**src/rtl/irq_sched_pkg.sv**
```systemverilog
`default_nettype none
// ============================================================================
// Module   : irq_sched_pkg
// Brief    : Shared state encoding, limits and code mapping for irq_sched.
// Revision : 1.0 - initial release
// ============================================================================
package irq_sched_pkg;

  // The request code is 3 bits and code 0 means "no request", so at most
  // seven sources can be distinguished.
  localparam int NSRC_MAX = 7;

  typedef enum logic [1:0] {
    ST_IDLE = 2'd0,
    ST_REQ  = 2'd1,
    ST_SVC  = 2'd2
  } state_e;

  // Source index i is presented to the counter as code i+1.
  function automatic logic [2:0] sel_to_code(input logic [2:0] sel);
    return sel + 3'd1;
  endfunction

endpackage
`default_nettype wire

```
**src/rtl/irq_prio_enc.sv**
```systemverilog
`default_nettype none
// ============================================================================
// Module   : irq_prio_enc
// Brief    : Combinational priority encoder; highest set request bit wins.
// Revision : 1.0 - initial release
// ============================================================================
module irq_prio_enc #(
  parameter int NSRC = 7
) (
  input  logic [NSRC-1:0] req_i,
  output logic            valid_o,
  output logic [2:0]      idx_o
);

  // Scan upward so that later (higher) set bits override lower ones.
  always_comb begin
    valid_o = 1'b0;
    idx_o   = 3'd0;
    for (int i = 0; i < NSRC; i++) begin
      if (req_i[i]) begin
        valid_o = 1'b1;
        idx_o   = 3'(i);
      end
    end
  end

endmodule
`default_nettype wire

```
**src/rtl/irq_sched.sv**
```systemverilog
`default_nettype none
// ============================================================================
// Module   : irq_sched
// Brief    : Edge-capturing interrupt scheduler. Tracks pending sources,
//            applies a software mask, presents the winning source as a
//            stable 3-bit code and holds off until the service routine ends.
// Revision : 1.0 - initial release
// ============================================================================
module irq_sched
  import irq_sched_pkg::*;
#(
  parameter int              NSRC     = 7,
  parameter logic [NSRC-1:0] MASK_RST = 7'h7F
) (
  input  logic            clk,
  input  logic            rst,        // asynchronous, active-low
  input  logic [NSRC-1:0] src,
  input  logic            mask_wr,
  input  logic [NSRC-1:0] mask_data,
  input  logic            ack,
  input  logic            inter,
  output logic [2:0]      code,
  output logic [NSRC-1:0] pending,
  output logic [NSRC-1:0] mask,
  output logic            busy,
  output logic            ovf,
  input  logic            ovf_clr
);

  // --------------------------------------------------------------------------
  // State
  // --------------------------------------------------------------------------
  logic [NSRC-1:0] src_q;
  logic [NSRC-1:0] pending_q, pending_d;
  logic [NSRC-1:0] mask_q,    mask_d;
  logic            ovf_q,     ovf_d;
  state_e          state_q,   state_d;
  logic [2:0]      sel_q,     sel_d;
  logic            seen_hi_q, seen_hi_d;  // inter observed high during SVC
  logic            wait_q,    wait_d;     // one silent SVC cycle already spent

  // --------------------------------------------------------------------------
  // Combinational helpers
  // --------------------------------------------------------------------------
  logic [NSRC-1:0] rise;
  logic [NSRC-1:0] pend_clr;
  logic            win_valid;
  logic [2:0]      win_idx;

  assign rise = src & ~src_q;

  irq_prio_enc #(
    .NSRC (NSRC)
  ) u_prio_enc (
    .req_i   (pending_q & mask_q),
    .valid_o (win_valid),
    .idx_o   (win_idx)
  );

  // Pending bits: set on a rising edge, cleared on acknowledge; set wins.
  // A rising edge on an already-pending source is flagged as overflow.
  always_comb begin
    pending_d = (pending_q & ~pend_clr) | rise;
    ovf_d     = (ovf_q & ~ovf_clr) | (|(rise & pending_q));
    mask_d    = mask_wr ? mask_data : mask_q;
  end

  // Scheduler FSM: arbitration in IDLE, stable request in REQ, wait for the
  // service routine (inter high then low, or a short silent timeout) in SVC.
  always_comb begin
    state_d   = state_q;
    sel_d     = sel_q;
    seen_hi_d = seen_hi_q;
    wait_d    = wait_q;
    pend_clr  = '0;
    unique case (state_q)
      ST_IDLE: begin
        if (win_valid) begin
          sel_d   = win_idx;
          state_d = ST_REQ;
        end
      end
      ST_REQ: begin
        // The latched choice is held; a new higher source waits its turn.
        if (ack) begin
          pend_clr[sel_q] = 1'b1;
          seen_hi_d       = 1'b0;
          wait_d          = 1'b0;
          state_d         = ST_SVC;
        end else if (!mask_q[sel_q]) begin
          // Retract: the source was masked while waiting; pending is kept.
          state_d = ST_IDLE;
        end
      end
      ST_SVC: begin
        if (seen_hi_q) begin
          if (!inter) state_d = ST_IDLE;
        end else if (inter) begin
          seen_hi_d = 1'b1;
        end else if (wait_q) begin
          // Routine never raised inter within two cycles of ack.
          state_d = ST_IDLE;
        end else begin
          wait_d = 1'b1;
        end
      end
      default: state_d = ST_IDLE;
    endcase
  end

  // All registered state, asynchronously cleared by the active-low reset.
  always_ff @(posedge clk or negedge rst) begin
    if (!rst) begin
      src_q     <= '0;
      pending_q <= '0;
      mask_q    <= MASK_RST;
      ovf_q     <= 1'b0;
      state_q   <= ST_IDLE;
      sel_q     <= 3'd0;
      seen_hi_q <= 1'b0;
      wait_q    <= 1'b0;
    end else begin
      src_q     <= src;
      pending_q <= pending_d;
      mask_q    <= mask_d;
      ovf_q     <= ovf_d;
      state_q   <= state_d;
      sel_q     <= sel_d;
      seen_hi_q <= seen_hi_d;
      wait_q    <= wait_d;
    end
  end

  // --------------------------------------------------------------------------
  // Outputs: code is derived from registered state only, so it is glitch
  // free relative to the edge and drops at once when reset is asserted.
  // --------------------------------------------------------------------------
  assign code    = (state_q == ST_REQ) ? sel_to_code(sel_q) : 3'd0;
  assign pending = pending_q;
  assign mask    = mask_q;
  assign busy    = (state_q != ST_IDLE);
  assign ovf     = ovf_q;

endmodule
`default_nettype wire

```
**config.mk**
```make
export PLATFORM = sky130hd
export DESIGN_NAME = irq_sched
export DESIGN_NICKNAME = d
export VERILOG_FILES = /design/src/rtl/irq_sched_pkg.sv /design/src/rtl/irq_prio_enc.sv /design/src/rtl/irq_sched.sv
export SDC_FILE = /design/constraint.sdc
export NUM_CORES = 1
export LEC_CHECK = 0
export BUFFER_PORTS_ARGS = -buffer_cell sky130_fd_sc_hd__buf_2
export CAP_MARGIN = 20
export CELL_PAD_IN_SITES_DETAIL_PLACEMENT = 1
export CELL_PAD_IN_SITES_GLOBAL_PLACEMENT = 2
export CORE_MARGIN = 2
export CORE_UTILIZATION = 33
export CTS_BUF_LIST = sky130_fd_sc_hd__clkbuf_2 sky130_fd_sc_hd__clkbuf_4 sky130_fd_sc_hd__clkbuf_8
export DETAILED_ROUTE_END_ITERATION = 8
export MAX_ROUTING_LAYER = met4
export PLACE_DENSITY = 0.92
export SYNTH_ARGS = -nofsm -noshare
export SYNTH_HDL_FRONTEND = slang
export SYNTH_HIERARCHICAL = 1
export SYNTH_SLANG_ARGS = --single-unit
```
**constraint.sdc**
```tcl
create_clock -name clk -period 2.4 [get_ports clk]
set_clock_uncertainty 0.1 [all_clocks]
set_input_delay 0.48 -clock clk [delete_from_list [all_inputs] [get_ports clk]]
set_output_delay 0.48 -clock clk [all_outputs]
set_load 0.05 [all_outputs]
```
==> impl_metrics.py, run 1 <==
metrics = {
    "run_status": {
        "status": "completed",
    },
    "sta": {
        "slew_viol_final": 0,
        "period_minus_slack_ns": 2.207,
        "setup_viol": 0,
        "setup_tns_ns": 0,
        "period_share_pct": 91.96,
        "fin_ws_ns": 0.1929,
        "slew_headroom_pct": 57.08,
        "worstMarginPinSlew_ns": 0.6437,
        "max_freq_ghz": 0.4531,
        "final-hold-violation-count": 0,
        "rsz0062_at_grt": "no",
    },
    "synth": {
        "synthCells": 126,
        "synth_edf_count": 0,
        "postSynthAreaPerCell_um2": 10.95,
        "synth-async-reset-ratio_pct": 100.0,
        "synth-seq-cells": 29,
        "yosysMostFrequentCell": "dfrtp_1",
        "syn_area_mm2": 0.001380,
        "synthesis.nets": 147,
        "synth_flop_cell": "dfrtp_1",
        "yosysSeqAreaShare_pct": 53.22,
        "synth.top_cell.area_share_pct": 39.89,
        "ys_warn_count": 6,
        "synth_common_cells": "22 x dfrtp_1, 14 x inv_1, 10 x mux2_2",
        "synth_area_leaders": "dfrtp_1 40%, dfstp_2 13%, mux2_2 8.2%, inv_1 3.8%, nand3b_1 3.8%",
        "synth_top_cell_by_area": "dfrtp_1",
        "ys_types": 35,
    },
    "floorplanning": {
        "die_w_um": 68.67,
        "placement_rows": 23,
        "dieArea_mm2": 0.004716,
        "pin_count": 39,
        "initial_core_util_pct": 34.50,
        "core_mm2": 0.004000,
        "die_height_um": 68.67,
    },
    "routing": {
        "via_per_inst": 5.087,
        "wl_um": 3483,
        "drt_first_pass_iters": 4,
        "postRouteAntennaNets": 0,
        "vias": 1114,
        "drt_iter0_drc": 21,
        "drc": 0,
        "post_drt_wl_per_cell_um": 15.90,
    },
    "cts": {
        "root_buffer": "clkbuf_8",
        "cts_tree": "done",
        "hold_buffers": 0,
        "cts_resized": 0,
        "postCtsSetupBuffers": 0,
        "cts-htree-levels": 2,
        "path_clk_slew_ns": 0.06,
        "cts_made_buffers": 5,
        "cts_buffer_depth": 2,
        "clock_latency_ns": 0.28,
        "cts_num_sinks": 29,
    },
    "placed_design": {
        "gp_congestion": 0.8454,
        "io_buffers": 38,
        "place_ws_ns": 0.2203,
        "placed_cell_area_mm2": 0.001613,
        "dpl.hpwl_um": 2713,
    },
    "critical_path": {
        "crit_fanout": 4,
        "critPathLaunchType": "register",
        "worstPathRequired_ns": 2.46,
        "rrSetupSlack_ns": 0.19,
        "r2r_end": "sel_q[1]",
        "endpoint_kind": "register",
        "path_class": "reg -> reg",
        "r2r_start": "pending[5]",
        "critPathLaunch": "pending[5]",
        "cp.arrival_ns": 2.27,
        "rr_worst_depth": 6,
        "critPathCapture": "sel_q[1]",
    },
    "power_and_ir_drop": {
        "p_int_mw": 1.149,
        "p_per_area_mw_per_mm2": 1192,
        "combPwrFrac_pct": 41.7,
        "p_leak_nw": 0.7711,
        "peakVddDrop_v": 0.0005113,
        "p_seq_share_pct": 37.0,
        "pwr-share-clk_pct": 21.2,
        "p_switching_mw": 0.8888,
        "switching_share_pct": 43.61,
    },
    "layout": {
        "fin_util_pct": 42.76,
        "fin_area_mm2": 0.001710,
        "fillers": 471,
        "synthToLayoutAreaGrowth_pct": 23.93,
        "nets": 189,
        "diodes": 0,
        "drive_above_1_share_pct": 40.83,
    },
    "global_routing": {
        "track_usage_pct": 17.55,
        "grt_pass1_vias": 1263,
        "grt_max_degree": 30,
        "antenna_found_initial": 0,
        "grt-ovfl-total": 0,
        "grt_pass1_wl_um": 5733,
    },
    "worst_hold_path": {
        "hp-class": "in -> async",
    },
    "run": {
        "max_cap_viol_count": 0,
    },
}
==> cell usage in the layout (no fill, tap or decap), drive strengths merged <==
master | netlist | routed
or3 | 2 | 2
or2b | 1 | 1
nor2 | 8 | 8
dfstp | 7 | 7
clkbuf | 1 | 8
a32oi | 1 | 1
nand2b | 3 | 3
dfrtp | 22 | 22
nand2 | 4 | 4
buf | 2 | 38
or4b | 1 | 1
a21oi | 3 | 3
a221oi | 1 | 1
nand4b | 1 | 1
o211ai | 1 | 1
o32ai | 1 | 1
mux2i | 3 | 3
nand4 | 1 | 1
or2 | 2 | 2
and4 | 1 | 1
nand3b | 7 | 7
ha | 1 | 1
mux2 | 10 | 10
o31ai | 1 | 1
and2 | 7 | 7
o22ai | 1 | 1
xnor2 | 1 | 1
inv | 14 | 14
o21ai | 17 | 17
nor3 | 1 | 1
==> area by class of cell <==
class | count | area (µm²) | share of cell area (%)
Sequential cell | 29 | 734.5 | 42.94
Multi-Input combinational cell | 80 | 573.1 | 33.50
Timing Repair Buffer | 38 | 190.2 | 11.12
Clock buffer | 8 | 97.59 | 5.706
Tap cell | 50 | 62.56 | 3.658
Inverter | 14 | 52.55 | 3.072
==> per-stage QoR <==
stage,hold WS [ns],power (mW),instances
final,0.1243,2.038,219
after global routing,0.1678,2.164,219
after CTS,0.1390,2.058,219
after detailed placement,0.3371,1.615,211
after global placement,0.3191,1.571,211
after floorplan,0.08441,1.397,126
==> worst min path at each step <==
stage	end	slack, ns	startpoint
6_report	src_q[0]	0.12	rst
5_1_grt	pending[5]	0.17	rst
4_1_cts	pending[5]	0.14	rst
3_5_place_dp	pending[2]	0.34	src_q[2]
3_3_place_gp	pending[4]	0.32	src_q[4]
2_1_floorplan	ovf	0.08	rst
==> worst max-delay path: stages (launching register included) <==
cell	delay [ns]
dfrtp_1	0.41
and2_1	0.19
or3_4	0.39
or4b_1	0.52
inv_1	0.15
nor2_4	0.07
mux2_2	0.26
==> sequential cells by signal (all words and copies together), names as in the netlist <==
signal / count
mask: 7
pending: 7
src_q: 7
sel_q: 3
state_q: 2
ovf: 1
seen_hi_q: 1
wait_q: 1
==> routing by layer <==
layer	vias up	share of wire, %	GRT usage, %
met5	-	0	-
met4	0	2.0	7.500
met3	7	5.0	5.519
met2	26	53	29.45
met1	562	40	19.15
li1	519	-	-
==> power groups by stage <==
stage | Combinational [mW] | Sequential [mW] | Clock [mW]
2_1_floorplan | 0.560 | 0.836 | 0
3_3_place_gp | 0.825 | 0.746 | 0
3_5_place_dp | 0.854 | 0.761 | 0
4_1_cts | 0.859 | 0.754 | 0.445
5_1_grt | 0.924 | 0.772 | 0.468
6_report | 0.851 | 0.755 | 0.432
==> logic make-up (layout without fill, tap and decap cells) <==
logic type / count (synthesis) / count (layout) / synth area share (%)
AO/OA/AOI/OAI: 26 / 26 / 11.24
XOR/XNOR: 1 / 1 / 0.6347
adder cells (fa/ha/maj): 1 / 1 / 0.9065
buffers and inverters: 17 / 60 / 5.258
flip-flops: 29 / 29 / 53.22
multiplexers: 13 / 13 / 10.34
AND/OR/NAND/NOR: 39 / 39 / 18.41
Note: power is estimated with default switching activity, not from simulation.
==> inputs of run 2 (changes only) <==
--- a/config.mk
+++ b/config.mk
@@ -15,6 +15,7 @@
 export DETAILED_ROUTE_END_ITERATION = 8
 export MAX_ROUTING_LAYER = met4
 export PLACE_DENSITY = 0.92
+export RECOVER_POWER = 50
 export SYNTH_ARGS = -nofsm -noshare
 export SYNTH_HDL_FRONTEND = slang
 export SYNTH_HIERARCHICAL = 1
==> run 2 against run 1 <==
The run now ends with capacitance limit, slew limit left. First-iteration DRC count down 4.8%. Combinational power down 0.5%. Final cell count unchanged. Register-to-register slack about the same. Critical path depth unchanged. Non-clock buffer count unchanged. Core utilization down 0.28 points. Largest cell class unchanged. Highest routed layer unchanged.
==> impl_metrics.py, run 2 (synthesized netlist as in run 1, its figures left out) <==
metrics = {
    "global_routing": {
        "grt-ovfl-total": 0,
        "track_usage_pct": 17.55,
        "grt_max_degree": 30,
        "grt_pass1_wl_um": 5733,
        "grt_pass1_vias": 1263,
        "antenna_found_initial": 0,
    },
    "layout": {
        "synthToLayoutAreaGrowth_pct": 23.12,
        "fillers": 473,
        "final_common_cell": "buf_2",
        "multi_input_area_um2": 573.1,
        "drive_above_1_share_pct": 35.50,
        "mostFrequentLayoutCells": "29 x buf_2, 22 x dfrtp_1, 14 x inv_1, 10 x mux2_2",
        "diodes": 0,
        "seq_area_um2": 734.5,
        "nets": 189,
    },
    "critical_path": {
        "endpoint_kind": "register",
        "rrSetupSlack_ns": 0.19,
        "critPathCapture": "sel_q[1]",
        "rr_worst_depth": 6,
        "critPathLaunch": "pending[5]",
        "cp.arrival_ns": 2.27,
        "crit_fanout": 4,
        "critPathLaunchType": "register",
        "worstPathRequired_ns": 2.46,
        "r2r_start": "pending[5]",
        "r2r_end": "sel_q[1]",
        "path_class": "reg -> reg",
    },
    "floorplanning": {
        "core_mm2": 0.004000,
        "dieArea_mm2": 0.004716,
        "die_w_um": 68.67,
        "placement_rows": 23,
        "die_height_um": 68.67,
        "initial_core_util_pct": 34.50,
        "pin_count": 39,
    },
    "power_and_ir_drop": {
        "peakVddDrop_v": 0.0005111,
        "p_per_area_mw_per_mm2": 1198,
        "p_leak_nw": 0.7463,
        "power_mw": 2.035,
    },
    "routing": {
        "postRouteAntennaNets": 0,
        "routed.top_layer": "met4",
        "dr_wl_met3_um": 180,
        "wl_met1_um": 1404,
        "drt_first_pass_iters": 5,
        "post_drt_wl_per_cell_um": 15.88,
        "vias": 1121,
        "drc": 0,
        "via_per_inst": 5.119,
        "wl_um": 3477,
        "wl_met2_um": 1822,
        "drt_iter0_drc": 20,
    },
    "placed_design": {
        "gp_congestion": 0.8454,
        "io_buffers": 38,
        "dpl.hpwl_um": 2713,
    },
    "sta": {
        "period_share_pct": 92.08,
        "slew_headroom_pct": -3.227,
        "worstMarginPinSlew_ns": 1.548,
        "rsz0062_at_grt": "no",
        "final-hold-violation-count": 0,
        "max_freq_ghz": 0.4525,
        "setup_tns_ns": 0,
        "setup_viol": 0,
        "whs_ns": 0.2389,
        "slew_viol_final": 30,
        "period_minus_slack_ns": 2.210,
    },
    "cts": {
        "cts_num_sinks": 29,
        "clock_latency_ns": 0.28,
        "path_clk_slew_ns": 0.06,
        "postCtsSetupBuffers": 0,
        "cts-htree-levels": 2,
        "hold_buffers": 0,
        "cts_resized": 0,
        "cts_buffer_depth": 2,
        "cts_made_buffers": 5,
        "cts_tree": "done",
        "root_buffer": "clkbuf_8",
    },
    "run": {
        "max_cap_viol_count": 1,
    },
    "run_status": {
        "status": "complete, but fails checks",
        "violations": "capacitance limit, slew limit",
    },
    "worst_hold_path": {
        "hp-class": "in -> reg",
    },
}
-- run 2: changes by cell type in the layout (fill, tap and decap cells not counted) --
cell	delta
buf_2	-9
clkbuf_1	+9
-- run 2: metrics by stage --
stage | utilization (%) | std cells | area, µm² | worst slack (ns)
floorplan | - | 126 | 1380 | 0.06219
global placement | 40.32 | 211 | 1613 | 0.2893
detailed placement | 40.32 | 211 | 1613 | 0.2203
CTS | 42.76 | 219 | 1710 | 0.2023
global route | 42.48 | 219 | 1699 | 0.1186
finish | 42.48 | 219 | 1699 | 0.1900
-- run 2: worst min path at each step --
stage / cells after the start / from / endpoint / slack, ns
4_1_cts: 1 / rst / pending[5] / 0.14
3_5_place_dp: 1 / src_q[2] / pending[2] / 0.34
2_1_floorplan: 0 / rst / ovf / 0.08
3_3_place_gp: 1 / src_q[4] / pending[4] / 0.32
6_report: 1 / src[6] / src_q[6] / 0.24
5_1_grt: 1 / src[6] / src_q[6] / 0.24
-- run 2: area by class of cell --
type	instances	area share, %
Tap cell	50	3.682
Timing Repair Buffer	38	10.53
Inverter	14	3.093
Clock buffer	8	5.744
Sequential cell	29	43.23
Multi-Input combinational cell	80	33.73
-- run 2: critical path, stage by stage (launching register included) --
cell and delay (ns):
dfrtp_1 0.41, and2_1 0.19, or3_4 0.39, or4b_1 0.52
inv_1 0.15, nor2_4 0.07, mux2_2 0.26
-- run 2: layer usage --
layer / GRT usage (%) / vias up
met5: - / -
met4: 7.500 / 0
met3: 5.519 / 7
met2: 29.45 / 30
met1: 19.15 / 565
li1: - / 519
-- run 2: report_power, final --
| group | leakage [nW] | total [mW] | internal (mW) | switching, mW |
|---|---|---|---|---|
| Clock | 0.0523 | 0.433 | 0.256 | 0.177 |
| Sequential | 0.312 | 0.755 | 0.601 | 0.154 |
| Combinational | 0.382 | 0.847 | 0.290 | 0.557 |
==> inputs of run 3 (changes only) <==
--- a/config.mk
+++ b/config.mk
@@ -18,5 +18,4 @@
 export RECOVER_POWER = 50
 export SYNTH_ARGS = -nofsm -noshare
 export SYNTH_HDL_FRONTEND = slang
-export SYNTH_HIERARCHICAL = 1
 export SYNTH_SLANG_ARGS = --single-unit
==> run 3 against run 2 <==
The run still ends with capacitance limit, slew limit left. Area after synthesis decreased by 3.2%. Critical endpoint is now code[2]. Die area shrank 3.0%. Via count shrank 2.4%. Non-clock buffer count is the same. Sequential power up 3%. Critical path depth is 2 lower. Flip-flop and latch count is the same. Global-route usage up 1.2 points.
==> impl_metrics.py, run 3 <==
metrics = {
    "run_status": {
        "status": "complete, but fails checks",
        "violations": "capacitance limit, slew limit",
    },
    "synth": {
        "synth_compound_area_share_pct": 11.24,
        "syn_area_mm2": 0.001336,
        "postSynthAreaPerCell_um2": 10.86,
        "synth_flop_cell": "dfrtp_1",
        "synth-seq-cells": 29,
        "ys_types": 29,
        "ys_warn_count": 0,
        "yosysMostFrequentCell": "dfrtp_1",
        "synth-xor-area-share_pct": 0.6554,
        "synth.top_cell.area_share_pct": 41.20,
        "synth_top_family_by_area": "simple AND/OR/NAND/NOR gates",
        "synthCells": 123,
        "yosys.area_share.simple_pct": 16.48,
        "synth_top_cell_by_area": "dfrtp_1",
        "yosysSeqAreaShare_pct": 54.96,
        "synth_edf_count": 0,
        "synth_common_cells": "22 x dfrtp_1, 17 x o21ai_0, 13 x nand2_1",
        "synth-async-reset-ratio_pct": 100.0,
        "synthesis.nets": 144,
        "muxShareOfSynthArea_pct": 11.52,
        "synth_area_leaders": "dfrtp_1 41%, dfstp_2 14%, mux2_2 7.6%, o21ai_0 6.4%, nand3b_1 3.9%",
        "synth_fa_ha_area_share_pct": 0.9363,
    },
    "cts": {
        "cts_made_buffers": 5,
        "path_clk_slew_ns": 0.06,
        "hold_buffers": 0,
        "cts_num_sinks": 29,
        "cts_tree": "done",
        "cts-htree-levels": 2,
        "cts_resized": 0,
        "clock_latency_ns": 0.28,
        "cts_buffer_depth": 2,
        "root_buffer": "clkbuf_8",
        "postCtsSetupBuffers": 0,
    },
    "sta": {
        "worstMarginPinSlew_ns": 1.575,
        "max_freq_ghz": 0.4882,
        "period_share_pct": 85.35,
        "rsz0062_at_grt": "no",
        "setup_viol": 0,
        "slew_headroom_pct": -4.975,
        "period_minus_slack_ns": 2.048,
        "slew_viol_final": 30,
        "final-hold-violation-count": 0,
        "setup_tns_ns": 0,
        "whs_ns": 0.2472,
    },
    "floorplanning": {
        "die_height_um": 67.64,
        "pin_count": 39,
        "initial_core_util_pct": 33.89,
        "die_w_um": 67.64,
        "dieArea_mm2": 0.004574,
        "core_mm2": 0.003943,
        "placement_rows": 23,
    },
    "routing": {
        "drc": 0,
        "drt_first_pass_iters": 4,
        "drt_iter0_drc": 36,
        "post_drt_wl_per_cell_um": 16.36,
        "postRouteAntennaNets": 0,
        "wl_um": 3550,
        "via_per_inst": 5.041,
        "vias": 1094,
    },
    "critical_path": {
        "rrSetupSlack_ns": 0.77,
        "cp.arrival_ns": 1.47,
        "crit_fanout": 8,
        "worstPathRequired_ns": 1.82,
        "path_class": "reg -> out",
        "critPathLaunchType": "register",
        "rr_worst_depth": 4,
        "endpoint_kind": "output pin",
    },
    "placed_design": {
        "gp_congestion": 0.8537,
        "io_buffers": 38,
        "dpl.hpwl_um": 2637,
    },
    "run": {
        "max_cap_viol_count": 1,
    },
    "layout": {
        "fillers": 452,
        "synthToLayoutAreaGrowth_pct": 23.41,
        "final_common_cell": "buf_2",
        "nets": 187,
        "mostFrequentLayoutCells": "29 x buf_2, 22 x dfrtp_1, 17 x o21ai_0, 13 x nand2_1, 11 x inv_1",
        "drive_above_1_share_pct": 33.53,
        "diodes": 0,
    },
    "power_and_ir_drop": {
        "peakVddDrop_v": 0.0005010,
        "p_per_area_mw_per_mm2": 1220,
        "p_leak_nw": 0.7377,
    },
    "global_routing": {
        "antenna_found_initial": 0,
        "track_usage_pct": 18.71,
        "grt_max_degree": 30,
        "grt_pass1_vias": 1168,
        "grt_pass1_wl_um": 5768,
        "grt-ovfl-total": 0,
    },
    "worst_hold_path": {
        "hp-class": "in -> reg",
        "hold_depth": 1,
    },
}
## run 3: changes by cell type after synthesis, moves of 2 or more
cell,previous run,this run
or3_4,2,0
nor2_1,7,5
nand3_1,0,3
o21ai_1,8,0
nor2b_1,0,2
a22oi_1,0,2
and2_1,7,1
o21ai_0,9,17
inv_1,14,11
nand2_1,3,13
## run 3: cell families (layout without fill, tap and decap cells)
kind of cell               after synthesis  count (layout)
adders and majority gates                1               1
xor gates and xnor gates                 1               1
buffers and inverters                   13              57
AOI/OAI and AO/OA                       26              26
DFF                                     29              29
and+or+nand+nor                         40              40
muxes                                   13              13
## run 3: final cells by class
class	instances	area, µm²	area share (%)
clock buffers	6	76.32	4.628
clock inverters	2	10.01	0.6070
inverters	11	41.29	2.504
multi-input cells	81	545.5	33.08
flip-flops and latches	29	734.5	44.54
well taps	50	62.56	3.794
repair buffers	38	178.9	10.85
## run 3: metal layers
layer | vias up | track usage [%] | part of all wire (%)
li1 | 513 | - | -
met1 | 536 | 21.15 | 42
met2 | 38 | 30.15 | 50
met3 | 7 | 5.000 | 5.3
met4 | 0 | 9.949 | 2.5
met5 | - | - | 0
## run 3: final timing paths
kind                       startpoint    endpoint
max                          sel_q[1]     code[2]
min                            src[3]    src_q[3]
max reg2reg                  sel_q[2]  state_q[0]
max in group asynchronous         rst  pending[6]
min in group asynchronous         rst  pending[2]
min reg2reg                  src_q[3]  pending[3]
## run 3: metrics by stage
stage               std cells  total power, mW  cell area, µm²  util (%)  setup WS [ns]
finish                    217            2.011            1649     41.83         0.3515
global route              217            2.136            1649     41.83         0.2635
CTS                       217            2.036            1660     42.11         0.3496
detailed placement        209            1.623            1574     39.92         0.6773
global placement          209            1.589            1574     39.92         0.6812
floorplan                 123            1.395            1336         -         0.4262
## run 3: power by group
group	internal, mW	total (mW)	switching, mW
registers	0.610	0.775	0.165
clock network	0.212	0.393	0.182
logic	0.277	0.843	0.567
total	1.10	2.01	0.913
## run 3: worst max-delay path, cell delays in order (launching register included)
cell	delay, ns
dfrtp_1	0.47
ha_1	0.23
xnor2_1	0.12
nor2_1	0.10
buf_2	0.27
